### src/rtl/spi_master_pkg.sv
// Shared types and mode-0 pin idle levels for the SPI initiator.
package spi_master_pkg;

  typedef enum logic [2:0] {
    IDLE,
    SETUP,
    SHIFT_HI,
    SHIFT_LO,
    HOLD,
    GAP,
    DONE
  } state_t;

  localparam logic SCLK_IDLE = 1'b0;
  localparam logic CS_IDLE   = 1'b1;
  localparam logic MOSI_IDLE = 1'b0;

endpackage

### src/rtl/spi_master_shreg.sv
// Transmit/receive shift-register pair. The tx register advances on sclk rising
// events so its MSB already holds the next bit when the falling event updates mosi.
module spi_master_shreg #(
  parameter int NBITS = 34
) (
  input  logic             clk,
  input  logic             reset,
  input  logic             i_load,
  input  logic [NBITS-1:0] i_load_data,
  input  logic             i_tx_shift,
  input  logic             i_rx_shift,
  input  logic             i_serial_in,
  output logic             o_serial_out,
  output logic [NBITS-1:0] o_rx_data
);

  logic [NBITS-1:0] r_tx;
  logic [NBITS-1:0] r_rx;
  logic [NBITS-1:0] w_tx_shifted;
  logic [NBITS-1:0] w_rx_shifted;

  generate
    if (NBITS > 1) begin : g_multi
      assign w_tx_shifted = {r_tx[NBITS-2:0], 1'b0};
      assign w_rx_shifted = {r_rx[NBITS-2:0], i_serial_in};
    end else begin : g_single
      assign w_tx_shifted = '0;
      assign w_rx_shifted = i_serial_in;
    end
  endgenerate

  always_ff @(posedge clk or posedge reset) begin
    if (reset) begin
      r_tx <= '0;
      r_rx <= '0;
    end else begin
      if (i_load) begin
        r_tx <= i_load_data;
      end else if (i_tx_shift) begin
        r_tx <= w_tx_shifted;
      end
      if (i_rx_shift) begin
        r_rx <= w_rx_shifted;
      end
    end
  end

  assign o_serial_out = r_tx[NBITS-1];
  assign o_rx_data    = r_rx;

endmodule

### src/rtl/spi_master.sv
// SPI mode-0 initiator: one NBITS frame per accepted request, captured miso
// bits returned as a val/rdy response that must drain before the next request.
module spi_master
  import spi_master_pkg::*;
#(
  parameter int NBITS   = 34,
  parameter int CLK_DIV = 2
) (
  input  logic             clk,
  input  logic             reset,
  input  logic             send_val,
  output logic             send_rdy,
  input  logic [NBITS-1:0] send_msg,
  output logic             recv_val,
  input  logic             recv_rdy,
  output logic [NBITS-1:0] recv_msg,
  output logic             cs,
  output logic             sclk,
  output logic             mosi,
  input  logic             miso,
  output logic             busy
);

  localparam int DW = $clog2(CLK_DIV + 1);
  localparam int BW = $clog2(NBITS + 1);
  localparam logic [DW-1:0] DIV_LAST = DW'(CLK_DIV - 1);
  localparam logic [DW-1:0] DIV_ONE  = DW'(1);
  localparam logic [BW-1:0] BIT_LAST = BW'(NBITS - 1);
  localparam logic [BW-1:0] BIT_ONE  = BW'(1);

  state_t           r_state;
  logic [DW-1:0]    r_div_cnt;
  logic [BW-1:0]    r_bit_cnt;
  logic             r_cs;
  logic             r_sclk;
  logic             r_mosi;
  logic             r_recv_val;
  logic [NBITS-1:0] r_recv_msg;

  logic             w_timed;
  logic             w_div_last;
  logic             w_load;
  logic             w_tx_shift;
  logic             w_rx_shift;
  logic             w_tx_msb;
  logic [NBITS-1:0] w_rx_data;

  assign w_timed    = (r_state != IDLE) && (r_state != DONE);
  assign w_div_last = w_timed && (r_div_cnt == DIV_LAST);
  assign w_load     = (r_state == IDLE) && send_val;
  assign w_tx_shift = w_div_last && ((r_state == SETUP) || (r_state == SHIFT_LO));
  assign w_rx_shift = w_div_last && (r_state == SHIFT_HI);

  spi_master_shreg #(
    .NBITS(NBITS)
  ) u_shreg (
    .clk         (clk),
    .reset       (reset),
    .i_load      (w_load),
    .i_load_data (send_msg),
    .i_tx_shift  (w_tx_shift),
    .i_rx_shift  (w_rx_shift),
    .i_serial_in (miso),
    .o_serial_out(w_tx_msb),
    .o_rx_data   (w_rx_data)
  );

  always_ff @(posedge clk or posedge reset) begin
    if (reset) begin
      r_state    <= IDLE;
      r_div_cnt  <= '0;
      r_bit_cnt  <= '0;
      r_cs       <= CS_IDLE;
      r_sclk     <= SCLK_IDLE;
      r_mosi     <= MOSI_IDLE;
      r_recv_val <= 1'b0;
      r_recv_msg <= '0;
    end else begin
      // Every timed state exits on the last divider count, so wrapping here
      // is the same as clearing on each state change.
      if (w_timed) begin
        r_div_cnt <= w_div_last ? '0 : r_div_cnt + DIV_ONE;
      end else begin
        r_div_cnt <= '0;
      end

      case (r_state)
        IDLE: begin
          if (send_val) begin
            r_cs    <= 1'b0;
            r_mosi  <= send_msg[NBITS-1];
            r_state <= SETUP;
          end
        end
        SETUP, SHIFT_LO: begin
          if (w_div_last) begin
            r_sclk  <= 1'b1;
            r_state <= SHIFT_HI;
          end
        end
        SHIFT_HI: begin
          if (w_div_last) begin
            r_sclk    <= SCLK_IDLE;
            r_bit_cnt <= r_bit_cnt + BIT_ONE;
            if (r_bit_cnt == BIT_LAST) begin
              r_mosi  <= MOSI_IDLE;
              r_state <= HOLD;
            end else begin
              r_mosi  <= w_tx_msb;
              r_state <= SHIFT_LO;
            end
          end
        end
        HOLD: begin
          if (w_div_last) begin
            r_cs    <= CS_IDLE;
            r_state <= GAP;
          end
        end
        GAP: begin
          if (w_div_last) begin
            r_recv_msg <= w_rx_data;
            r_recv_val <= 1'b1;
            r_state    <= DONE;
          end
        end
        DONE: begin
          if (recv_rdy) begin
            r_recv_val <= 1'b0;
            r_bit_cnt  <= '0;
            r_state    <= IDLE;
          end
        end
        default: r_state <= IDLE;
      endcase
    end
  end

  assign send_rdy = (r_state == IDLE) && !reset;
  assign busy     = (r_state != IDLE);
  assign recv_val = r_recv_val;
  assign recv_msg = r_recv_msg;
  assign cs       = r_cs;
  assign sclk     = r_sclk;
  assign mosi     = r_mosi;

endmodule

### config.mk
export PLATFORM = sky130hd
export DESIGN_NAME = spi_master
export DESIGN_NICKNAME = d
export VERILOG_FILES = /design/src/rtl/spi_master_pkg.sv /design/src/rtl/spi_master_shreg.sv /design/src/rtl/spi_master.sv
export SDC_FILE = /design/constraint.sdc
export NUM_CORES = 1
export LEC_CHECK = 0
export ABC_CLOCK_PERIOD_IN_PS = 3720
export CORE_MARGIN = 4
export CORE_UTILIZATION = 33
export DETAILED_ROUTE_END_ITERATION = 6
export SLEW_MARGIN = 10
export SYNTH_ARGS = -nofsm -noshare
export SYNTH_HDL_FRONTEND = slang
export SYNTH_SLANG_ARGS = --single-unit
### constraint.sdc
create_clock -name clk -period 3.72 [get_ports clk]
set_clock_uncertainty 0.2 [all_clocks]
set_input_delay 0.744 -clock clk [delete_from_list [all_inputs] [get_ports clk]]
set_output_delay 0.744 -clock clk [all_outputs]
set_load 0.01 [all_outputs]
==> results.yml, run 1 <==
synth:
  synth_top_family_by_area: "multiplexers"
  yosysMostFrequentCell: "dfrtp_1"
  yosys.area_share.xor_xnor_pct: 0.716
  synthDistinctLibCells: 46
  synth_compound_area_share_pct: 6.32
  yosysSeqAreaShare_pct: 59.9
  synth-seq-cells: 117
  yosys.area.top_type: "dfrtp_1"
  ys_warn_count: 0
  synth_area_per_cell_um2: 12.9
  synthCells: 378
  async_flop_share_pct: 100
  synth_edf_count: 0
  yosys.area_share.simple_pct: 7.52
  syn_nets: 419
  syn-cell-area_um2: 4890
  yosys-top-cells-count: "116 x dfrtp_1, 40 x nand2_1, 39 x mux2_2"
  synth_top_area_share_pct: 59.3
  synth_fa_ha_area_share_pct: 0.512
  ys_top_cells_by_area: "dfrtp_1 59%, mux2_2 9.0%, mux2i_1 6.8%"
  ys.flop_type: "dfrtp_1"
  muxShareOfSynthArea_pct: 22.4
timing:
  rsz0062_at_grt: "no"
  tns_ns: 0
  setup_viol: 0
  final.period_utilization_pct: 78.9
  worstMarginPinSlew_ns: 0.902
  timing.fmax_mhz: 341
  final.min_clock_period_ns: 2.93
  fin_ws_ns: 0.786
  finalHoldViolations: 0
  slew_violations: 0
  relSlewSlack_pct: 39.7
clock_tree:
  htreeDepth: 4
  clock_sinks: 117
  cts_resized: 0
  cts_hold_buffers: 0
  clkTransAtPathRegs_ns: 0.05
  clock_path_buffers: 2
  cts_made_buffers: 17
  cts_root_buf: "clkbuf_16"
  post_cts_buffers: 0
  cts_tree: "built"
  insertion_delay_ns: 0.41
final_layout:
  fin_nets: 497
  syn_to_final_growth_pct: 32.3
  drive_gt1_share_pct: 17.9
  n_antenna_cell: 0
global_route:
  grt_max_degree: 118
  grt_pass1_wl_mm: 15.9
  grtUsageTotal_pct: 12.0
  grt_pass1_vias: 3241
  gr-total-overflow: 0
  antenna_found_initial: 0
power_and_ir_drop:
  swShare_pct: 29.0
  p_int_w: 0.00310
  power.switching_w: 0.00127
  seq_power_share_pct: 40.7
  power_leakage_nw: 2.87
  power_frac_comb_pct: 21.3
  clock_power_share_pct: 38.1
  ir_drop_mv: 0.363
  power_density_nw_per_um2: 675
min_path:
  hold_class: "flop to flop"
routing:
  drcViolationCount: 0
  via_per_inst: 4.73
  wl_mm: 9.34
  drt_iter0_drc: 185
  ant_nets: 0
  num_vias: 3088
  wl_per_cell_um: 14.3
  dr.pass1.iters: 4
die:
  core-area_um2: 14500
  die_y_um: 130
  ios: 79
  die_w_um: 130
  start_util_pct: 33.7
  fp-row-count: 44
  die-area_um2: 16800
setup_path:
  cp-start-kind: "flop"
  worstPathRequired_ns: 2.78
  cp_max_fo: 16
  cp-end-kind: "output pin"
  worstPathArrival_ns: 1.99
  critPathKind: "flop to output pin"
  r2r_slack_ns: 1.18
run:
  maxCapViolations: 0
status:
  status: "finished clean"
placed_design:
  place_ws_ns: 0.781
  numPortBuffers: 78
  place.gp.congestion: 0.745
  hpwl_mm: 5.93
-- worst max-delay path: stages (launching register included) --
cell and delay, ns:
dfrtp_1 0.58, nor2_1 0.26, nand2_1 0.10, nor2_1 0.09, clkdlybuf4s50_1 0.54
-- through the flow --
step / power (W) / hold slack, ns / cell area (um2) / util (%) / cells
2_1_floorplan: 0.00247 / 0.238 / 4900 / - / 378
3_3_place_gp: 0.00270 / 0.257 / 5860 / 40.3 / 621
3_5_place_dp: 0.00274 / 0.269 / 5860 / 40.3 / 621
4_1_cts: 0.00444 / 0.280 / 6470 / 44.5 / 653
5_1_grt: 0.00464 / 0.302 / 6470 / 44.5 / 653
6_report: 0.00437 / 0.280 / 6470 / 44.5 / 653
-- cells in the final DEF (no fill, tap or decap), drive strengths merged, types with 2 or more instances in the layout --
master,instances
dfrtp,116
clkdlybuf4s50,78
mux2,68
nand2,40
o21ai,36
mux2i,33
clkbuf,21
nor2,8
nand3,6
a21oi,5
inv,5
clkinvlp,4
buf,4
nor2b,3
xnor2,3
bufinv,3
clkinv,3
a21o,2
nor3,2
o22a,2
and2,2
ha,2
nor3b,2
nor4,2
-- cell families after synthesis --
| family | count (synthesis) |
|---|---|
| mux | 101 |
| xor+xnor | 4 |
| simple gates | 73 |
| compound gates | 54 |
| buf+inv | 27 |
| flops | 117 |
| fa+ha+maj | 2 |
-- metal layers --
metal | vias to the layer above | wire length [um] | GRT usage (%)
met5 | - | 0 | 0
met4 | 0 | 184 | 5.32
met3 | 16 | 615 | 5.08
met2 | 67 | 4320 | 18.1
met1 | 1518 | 4220 | 15.2
li1 | 1487 | - | -
-- power by group through the flow --
| stage | Combinational [W] | Sequential, W | Clock (W) |
|---|---|---|---|
| finish | 0.000929 | 0.00178 | 0.00166 |
| global route | 0.00105 | 0.00182 | 0.00178 |
| CTS | 0.000949 | 0.00178 | 0.00171 |
| detailed placement | 0.000948 | 0.00179 | 0 |
| global placement | 0.000913 | 0.00178 | 0 |
| floorplan | 0.000752 | 0.00171 | 0 |
-- path summary, 6_finish.rpt --
| check | from | to | depth (start not counted) |
|---|---|---|---|
| min in group asynchronous | reset | r_state[2] | 3 |
| min | r_div_cnt[0] | r_div_cnt[0] | 1 |
| max reg2reg | r_state[1] | u_shreg.o_rx_data[9] | 3 |
| max | r_state[1] | send_rdy | 4 |
| min reg2reg | r_div_cnt[0] | r_div_cnt[0] | 1 |
| max in group asynchronous | reset | recv_msg[30] | 3 |
-- final cells by class --
| type | count | area (um2) |
|---|---|---|
| Clock buffer | 21 | 460 |
| Clock inverter | 11 | 149 |
| Fill cell | 1358 | 8060 |
| Inverter | 4 | 18.8 |
| Multi-Input combinational cell | 234 | 1850 |
| Sequential cell | 117 | 2930 |
| Tap cell | 184 | 230 |
| Timing Repair Buffer | 82 | 836 |
-- sequential cells by signal, indices dropped and copies added, names as in the netlist --
signal	cells
recv_msg	34
u_shreg.o_rx_data	34
u_shreg.r_tx	34
r_bit_cnt	6
r_state	3
r_div_cnt	2
cs	1
mosi	1
recv_val	1
sclk	1
No activity file was read; power rests on OpenSTA's default activity.
==> run 2: changes to the inputs <==
--- a/config.mk
+++ b/config.mk
@@ -5,7 +5,7 @@
 export SDC_FILE = /design/constraint.sdc
 export NUM_CORES = 1
 export LEC_CHECK = 0
-export ABC_CLOCK_PERIOD_IN_PS = 3720
+export ABC_CLOCK_PERIOD_IN_PS = 2600
 export CORE_MARGIN = 4
 export CORE_UTILIZATION = 33
 export DETAILED_ROUTE_END_ITERATION = 6
==> constraint.sdc (replaced) <==
create_clock -name clk -period 2.6 [get_ports clk]
set_clock_uncertainty 0.2 [all_clocks]
set_input_delay 0.52 -clock clk [delete_from_list [all_inputs] [get_ports clk]]
set_output_delay 0.52 -clock clk [all_outputs]
set_load 0.01 [all_outputs]
==> run 2 against run 1 <==
Against the previous run: combinational power rose by 53%; final cell count grew 1.2%; design area increased by 1.3%; routed wire length rose by 4.0%; register-to-register slack got worse by 0.90 ns; non-clock buffer count up 7; clock power rose by 43%; core utilization is 0.59 points higher; worst hold slack worse by 0.0027 ns; setup slack got worse by 0.68 ns; die area stayed put; sequential share of layout area down 0.59 points; critical path type is now input pin to flop; largest cell class unchanged.
==> results.yml, run 2 (synthesized netlist as in run 1, its figures left out) <==
setup_path:
  cp.depth: 5
  cp_slowest_stage_delay_ns: 1.00
  worstPathRequired_ns: 2.63
  crit_family: "simple AND/OR/NAND/NOR gates"
  r2r_end: "u_shreg.r_tx[9]"
  critPathKind: "input pin to flop"
  r2r-start: "r_state[2]"
  cp_max_fo: 33
  worst-path-buf-inv: 2
  crit_start: "send_val"
  slowest_stage: "nor2_2"
  crit_chain: "clkdlybuf4s50_1 -> nor4b_2 -> buf_4 -> nor2_2 -> o21ai_0"
  cp-end-kind: "flop"
  worstPathArrival_ns: 2.52
  r2r_slack_ns: 0.28
  endpoint: "u_shreg.r_tx[9]"
  cp-start-kind: "input pin"
  reg2regPathDepth: 4
power_and_ir_drop:
  finalPower_w: 0.00629
  power_density_nw_per_um2: 960
  ir_drop_mv: 0.620
  seq_power_share_pct: 39.9
  power_leakage_nw: 2.92
  p_int_w: 0.00442
  power_frac_comb_pct: 22.5
  power.switching_w: 0.00188
  clock_power_share_pct: 37.6
  swShare_pct: 29.8
routing:
  drcViolationCount: 0
  top_layer_used: "met4"
  wl_met1_mm: 4.50
  wl_mm: 9.71
  wl_met3_um: 584
  drt_iter0_drc: 179
  route.met2.wl_mm: 4.44
  num_vias: 3167
  via_per_inst: 4.79
  dr.pass1.iters: 4
  ant_nets: 0
  wl_per_cell_um: 14.7
clock_tree:
  cts_root_buf: "clkbuf_16"
  cts_tree: "built"
  clkTransAtPathRegs_ns: 0.05
  clock_sinks: 117
  clock_path_buffers: 2
  htreeDepth: 4
  cts_made_buffers: 17
  cts_resized: 0
  post_cts_buffers: 0
  cts_hold_buffers: 0
  insertion_delay_ns: 0.41
global_route:
  grt_pass1_wl_mm: 16.1
  grt_pass1_vias: 3288
  antenna_found_initial: 0
  grt_max_degree: 67
  gr-total-overflow: 0
  grtUsageTotal_pct: 12.1
final_layout:
  mostFrequentLayoutCells: "116 x dfrtp_1, 78 x clkdlybuf4s50_1, 39 x nand2_1, 39 x mux2_2, 36 x o21ai_0"
  drive_gt1_share_pct: 19.7
  final_util_pct: 45.1
  final_common_cell: "dfrtp_1"
  n_antenna_cell: 0
  fin_nets: 505
  syn_to_final_growth_pct: 34.0
die:
  start_util_pct: 33.7
  fp-row-count: 44
  die_y_um: 130
  die-area_um2: 16800
  core-area_um2: 14500
  die_w_um: 130
  ios: 79
timing:
  timing.fmax_mhz: 401
  worstMarginPinSlew_ns: 1.32
  finalHoldViolations: 0
  final.min_clock_period_ns: 2.49
  final.period_utilization_pct: 95.9
  slew_violations: 0
  setup_viol: 0
  relSlewSlack_pct: 12.1
  rsz0062_at_grt: "no"
placed_design:
  hpwl_mm: 6.09
  place.gp.congestion: 0.723
  numPortBuffers: 78
min_path:
  hold_class: "flop to flop"
status:
  status: "finished clean"
run:
  maxCapViolations: 0
-- run 2: layer usage --
metal  vias up  GRT usage [%]
met5         -              0
met2        71           18.3
li1       1505              -
met1      1576           15.3
met3        15           5.24
met4         0           5.26
-- run 2: worst min-delay path by stage --
stage | startpoint | end | slack (ns) | cells after the start
4_1_cts | r_div_cnt[0] | r_div_cnt[0] | 0.28 | 1
2_1_floorplan | r_div_cnt[0] | r_div_cnt[0] | 0.24 | 1
6_report | u_shreg.r_tx[8] | u_shreg.r_tx[8] | 0.28 | 2
3_3_place_gp | u_shreg.r_tx[29] | u_shreg.r_tx[29] | 0.26 | 2
3_5_place_dp | r_div_cnt[0] | r_div_cnt[0] | 0.27 | 1
5_1_grt | u_shreg.r_tx[21] | u_shreg.r_tx[21] | 0.30 | 2
-- run 2: tightest hold or removal path, stage by stage (launching register included) --
cell and delay (ns):
dfrtp_1 0.34, nand2_1 0.04, o21ai_0 0.06
-- run 2: area by class of cell --
type / instances / area [um2]
multi-input combinational: 235 / 1860
sequential: 117 / 2930
fill: 1366 / 7980
timing repair buffer: 89 / 913
inverter: 4 / 18.8
clock buffer: 18 / 429
tap: 184 / 230
clock inverter: 14 / 175
-- run 2: power by group through the flow --
stage / registers, W / clock network [W] / logic (W)
after floorplan: 0.00245 / 0 / 0.00108
after global placement: 0.00252 / 0 / 0.00137
after detailed placement: 0.00253 / 0 / 0.00141
after CTS: 0.00251 / 0.00243 / 0.00141
after global routing: 0.00257 / 0.00253 / 0.00161
final: 0.00251 / 0.00237 / 0.00142
-- run 2: through the flow --
| step | setup slack [ns] | hold WS [ns] | instances | setup TNS (ns) | area, um2 |
|---|---|---|---|---|---|
| 6_report | 0.106 | 0.277 | 661 | 0 | 6560 |
| 2_1_floorplan | 0.453 | 0.238 | 378 | 0 | 4900 |
| 5_1_grt | 0.0139 | 0.302 | 661 | 0 | 6560 |
| 3_5_place_dp | -0.254 | 0.271 | 628 | -4.95 | 5940 |
| 4_1_cts | 0.114 | 0.278 | 660 | 0 | 6550 |
| 3_3_place_gp | -0.189 | 0.260 | 628 | -2.13 | 5940 |
==> run 3: changes to the inputs <==
--- a/config.mk
+++ b/config.mk
@@ -5,6 +5,7 @@
 export SDC_FILE = /design/constraint.sdc
 export NUM_CORES = 1
 export LEC_CHECK = 0
+export ABC_AREA = 1
 export ABC_CLOCK_PERIOD_IN_PS = 2600
 export CORE_MARGIN = 4
 export CORE_UTILIZATION = 33
==> run 3 against run 2 <==
Against the previous run: sequential share of layout area down 1.5 points; count of clock-buffer cells in the layout up 2; non-clock buffer count is 3 lower; synthesized area up 6.1%; power is 12% higher; fmax down 0.66%; design area is 3.6% higher; final cell count up 35%; via count increased by 29%; sequential cell count did not move; core utilization shrank 0.76 points; setup slack got worse by 0.016 ns; critical endpoint is now send_rdy; largest power group unchanged.
==> results.yml, run 3 <==
min_path:
  hold_depth: 2
  hold_class: "flop to flop"
  hold_end: "u_shreg.r_tx[30]"
  worstHoldStart: "u_shreg.r_tx[30]"
synth:
  yosys.area.top_type: "dfrtp_1"
  yosysMostFrequentCell: "nand2_1"
  yosysSeqAreaShare_pct: 56.4
  syn-cell-area_um2: 5190
  muxShareOfSynthArea_pct: 0
  syn_nets: 638
  synth_fa_ha_area_share_pct: 0.482
  synthCells: 597
  yosys.area_share.xor_xnor_pct: 0
  ys_top_cells_by_area: "dfrtp_1 56%, nand2_1 15%, o21ai_0 5.6%"
  synthDistinctLibCells: 31
  ys_warn_count: 0
  async_flop_share_pct: 100
  yosys.area_share.simple_pct: 24.0
  synth-seq-cells: 117
  synth_top_area_share_pct: 55.9
  synth_compound_area_share_pct: 11.4
  synth_edf_count: 0
  ys.flop_type: "dfrtp_1"
  yosys-top-cells-count: "208 x nand2_1, 116 x dfrtp_1, 58 x o21ai_0"
  synth_top_family_by_area: "simple AND/OR/NAND/NOR gates"
  synth_area_per_cell_um2: 8.70
routing:
  wl_per_cell_um: 12.8
  drt_iter0_drc: 239
  num_vias: 4071
  via_per_inst: 4.55
  dr.pass1.iters: 4
  wl_mm: 11.5
  ant_nets: 0
  drcViolationCount: 0
timing:
  final.min_clock_period_ns: 2.51
  finalHoldViolations: 0
  setup_viol: 0
  fin_ws_ns: 0.0899
  worstMarginPinSlew_ns: 0.892
  tns_ns: 0
  relSlewSlack_pct: 40.4
  final.period_utilization_pct: 96.5
  slew_violations: 0
  timing.fmax_mhz: 398
  rsz0062_at_grt: "no"
global_route:
  grt_pass1_vias: 4136
  grt_pass1_wl_mm: 19.9
  antenna_found_initial: 0
  grt_max_degree: 70
  gr-total-overflow: 0
  grtUsageTotal_pct: 13.8
die:
  die-area_um2: 17800
  die_y_um: 133
  start_util_pct: 33.9
  ios: 79
  core-area_um2: 15300
  fp-row-count: 45
  die_w_um: 133
setup_path:
  cp_max_fo: 8
  reg2regPathDepth: 4
  r2r_slack_ns: 0.39
  cp-start-kind: "flop"
  r2r_end: "recv_msg[3]"
  critPathKind: "flop to output pin"
  worstPathArrival_ns: 1.79
  cp-end-kind: "output pin"
  worstPathRequired_ns: 1.88
  r2r-start: "r_div_cnt[0]"
clock_tree:
  clkTransAtPathRegs_ns: 0.06
  cts_made_buffers: 17
  htreeDepth: 4
  cts_resized: 1
  cts_root_buf: "clkbuf_16"
  post_cts_buffers: 0
  cts_hold_buffers: 0
  clock_path_buffers: 2
  clock_sinks: 117
  insertion_delay_ns: 0.42
  cts_tree: "built"
power_and_ir_drop:
  power_leakage_nw: 3.14
  power_density_nw_per_um2: 1040
  ir_drop_mv: 0.489
  finalPower_w: 0.00703
final_layout:
  syn_to_final_growth_pct: 30.8
  final_common_cell: "nand2_1"
  final-instance-count-excl-fill: 894
  mostFrequentLayoutCells: "208 x nand2_1, 115 x dfrtp_1, 78 x clkdlybuf4s50_1"
  n_antenna_cell: 0
  drive_gt1_share_pct: 10.5
  fin_nets: 711
  fillers: 1515
placed_design:
  hpwl_mm: 7.37
  place_ws_ns: 0.242
  place_inst: 862
  numPortBuffers: 78
  place.gp.congestion: 0.768
run:
  maxCapViolations: 0
status:
  status: "finished clean"
[run 3: cell count changes after synthesis, moves of 11 or more]
| cell | delta |
|---|---|
| inv_1 | +48 |
| nand2_1 | +168 |
| mux2i_1 | -33 |
| o21ai_1 | +34 |
| mux2_2 | -39 |
| o21ai_2 | +11 |
| o21ai_0 | +22 |
| mux2_1 | -29 |
| nand3_1 | +42 |
[run 3: metrics by stage]
step / utilization (%) / cell area [um2] / hold slack, ns
final: 44.4 / 6790 / 0.266
after global routing: 44.4 / 6790 / 0.284
after CTS: 44.4 / 6790 / 0.272
after detailed placement: 40.2 / 6160 / 0.260
after global placement: 40.2 / 6160 / 0.254
after floorplan: - / 5200 / 0.242
[run 3: cells by family after synthesis]
family | count (synthesis)
adders and majority gates | 2
DFF | 117
AOI/OAI and AO/OA | 108
buffers and inverters | 87
and+or+nand+nor | 283
[run 3: final cells by class]
cell class / instances / area, um2 / share of cell area (%)
clock buffer: 20 / 457 / 6.72
clock inverter: 12 / 176 / 2.60
inverter: 55 / 215 / 3.17
multi-input combinational: 393 / 1860 / 27.4
sequential: 117 / 2930 / 43.1
tap: 211 / 264 / 3.89
timing repair buffer: 86 / 891 / 13.1
[run 3: worst max path at each step]
stage / endpoint / startpoint / cells past startpoint
2_1_floorplan: mosi / reset / 1
3_3_place_gp: send_rdy / reset / 3
3_5_place_dp: send_rdy / reset / 3
4_1_cts: send_rdy / r_state[0] / 4
5_1_grt: send_rdy / r_state[0] / 4
6_report: send_rdy / r_state[0] / 4
[run 3: critical path: stages, from the launching register on]
cell	delay [ns]
dfrtp_2	0.49
nor2_4	0.15
nand2_4	0.10
nor2_1	0.09
clkdlybuf4s50_1	0.54
[run 3: layer usage]
| metal | vias up | global-route usage (%) | routed length (um) |
|---|---|---|---|
| met3 | 16 | 4.98 | 718 |
| met4 | 0 | 5.49 | 161 |
| met1 | 1889 | 18.5 | 5610 |
| met2 | 100 | 20.3 | 4970 |
| li1 | 2066 | - | - |
| met5 | - | 0 | 0 |
[run 3: power by group]
group	internal (W)	switching [W]
Combinational	0.000727	0.00127
Sequential	0.00226	0.000274
Clock	0.00165	0.000847
Total	0.00464	0.00239
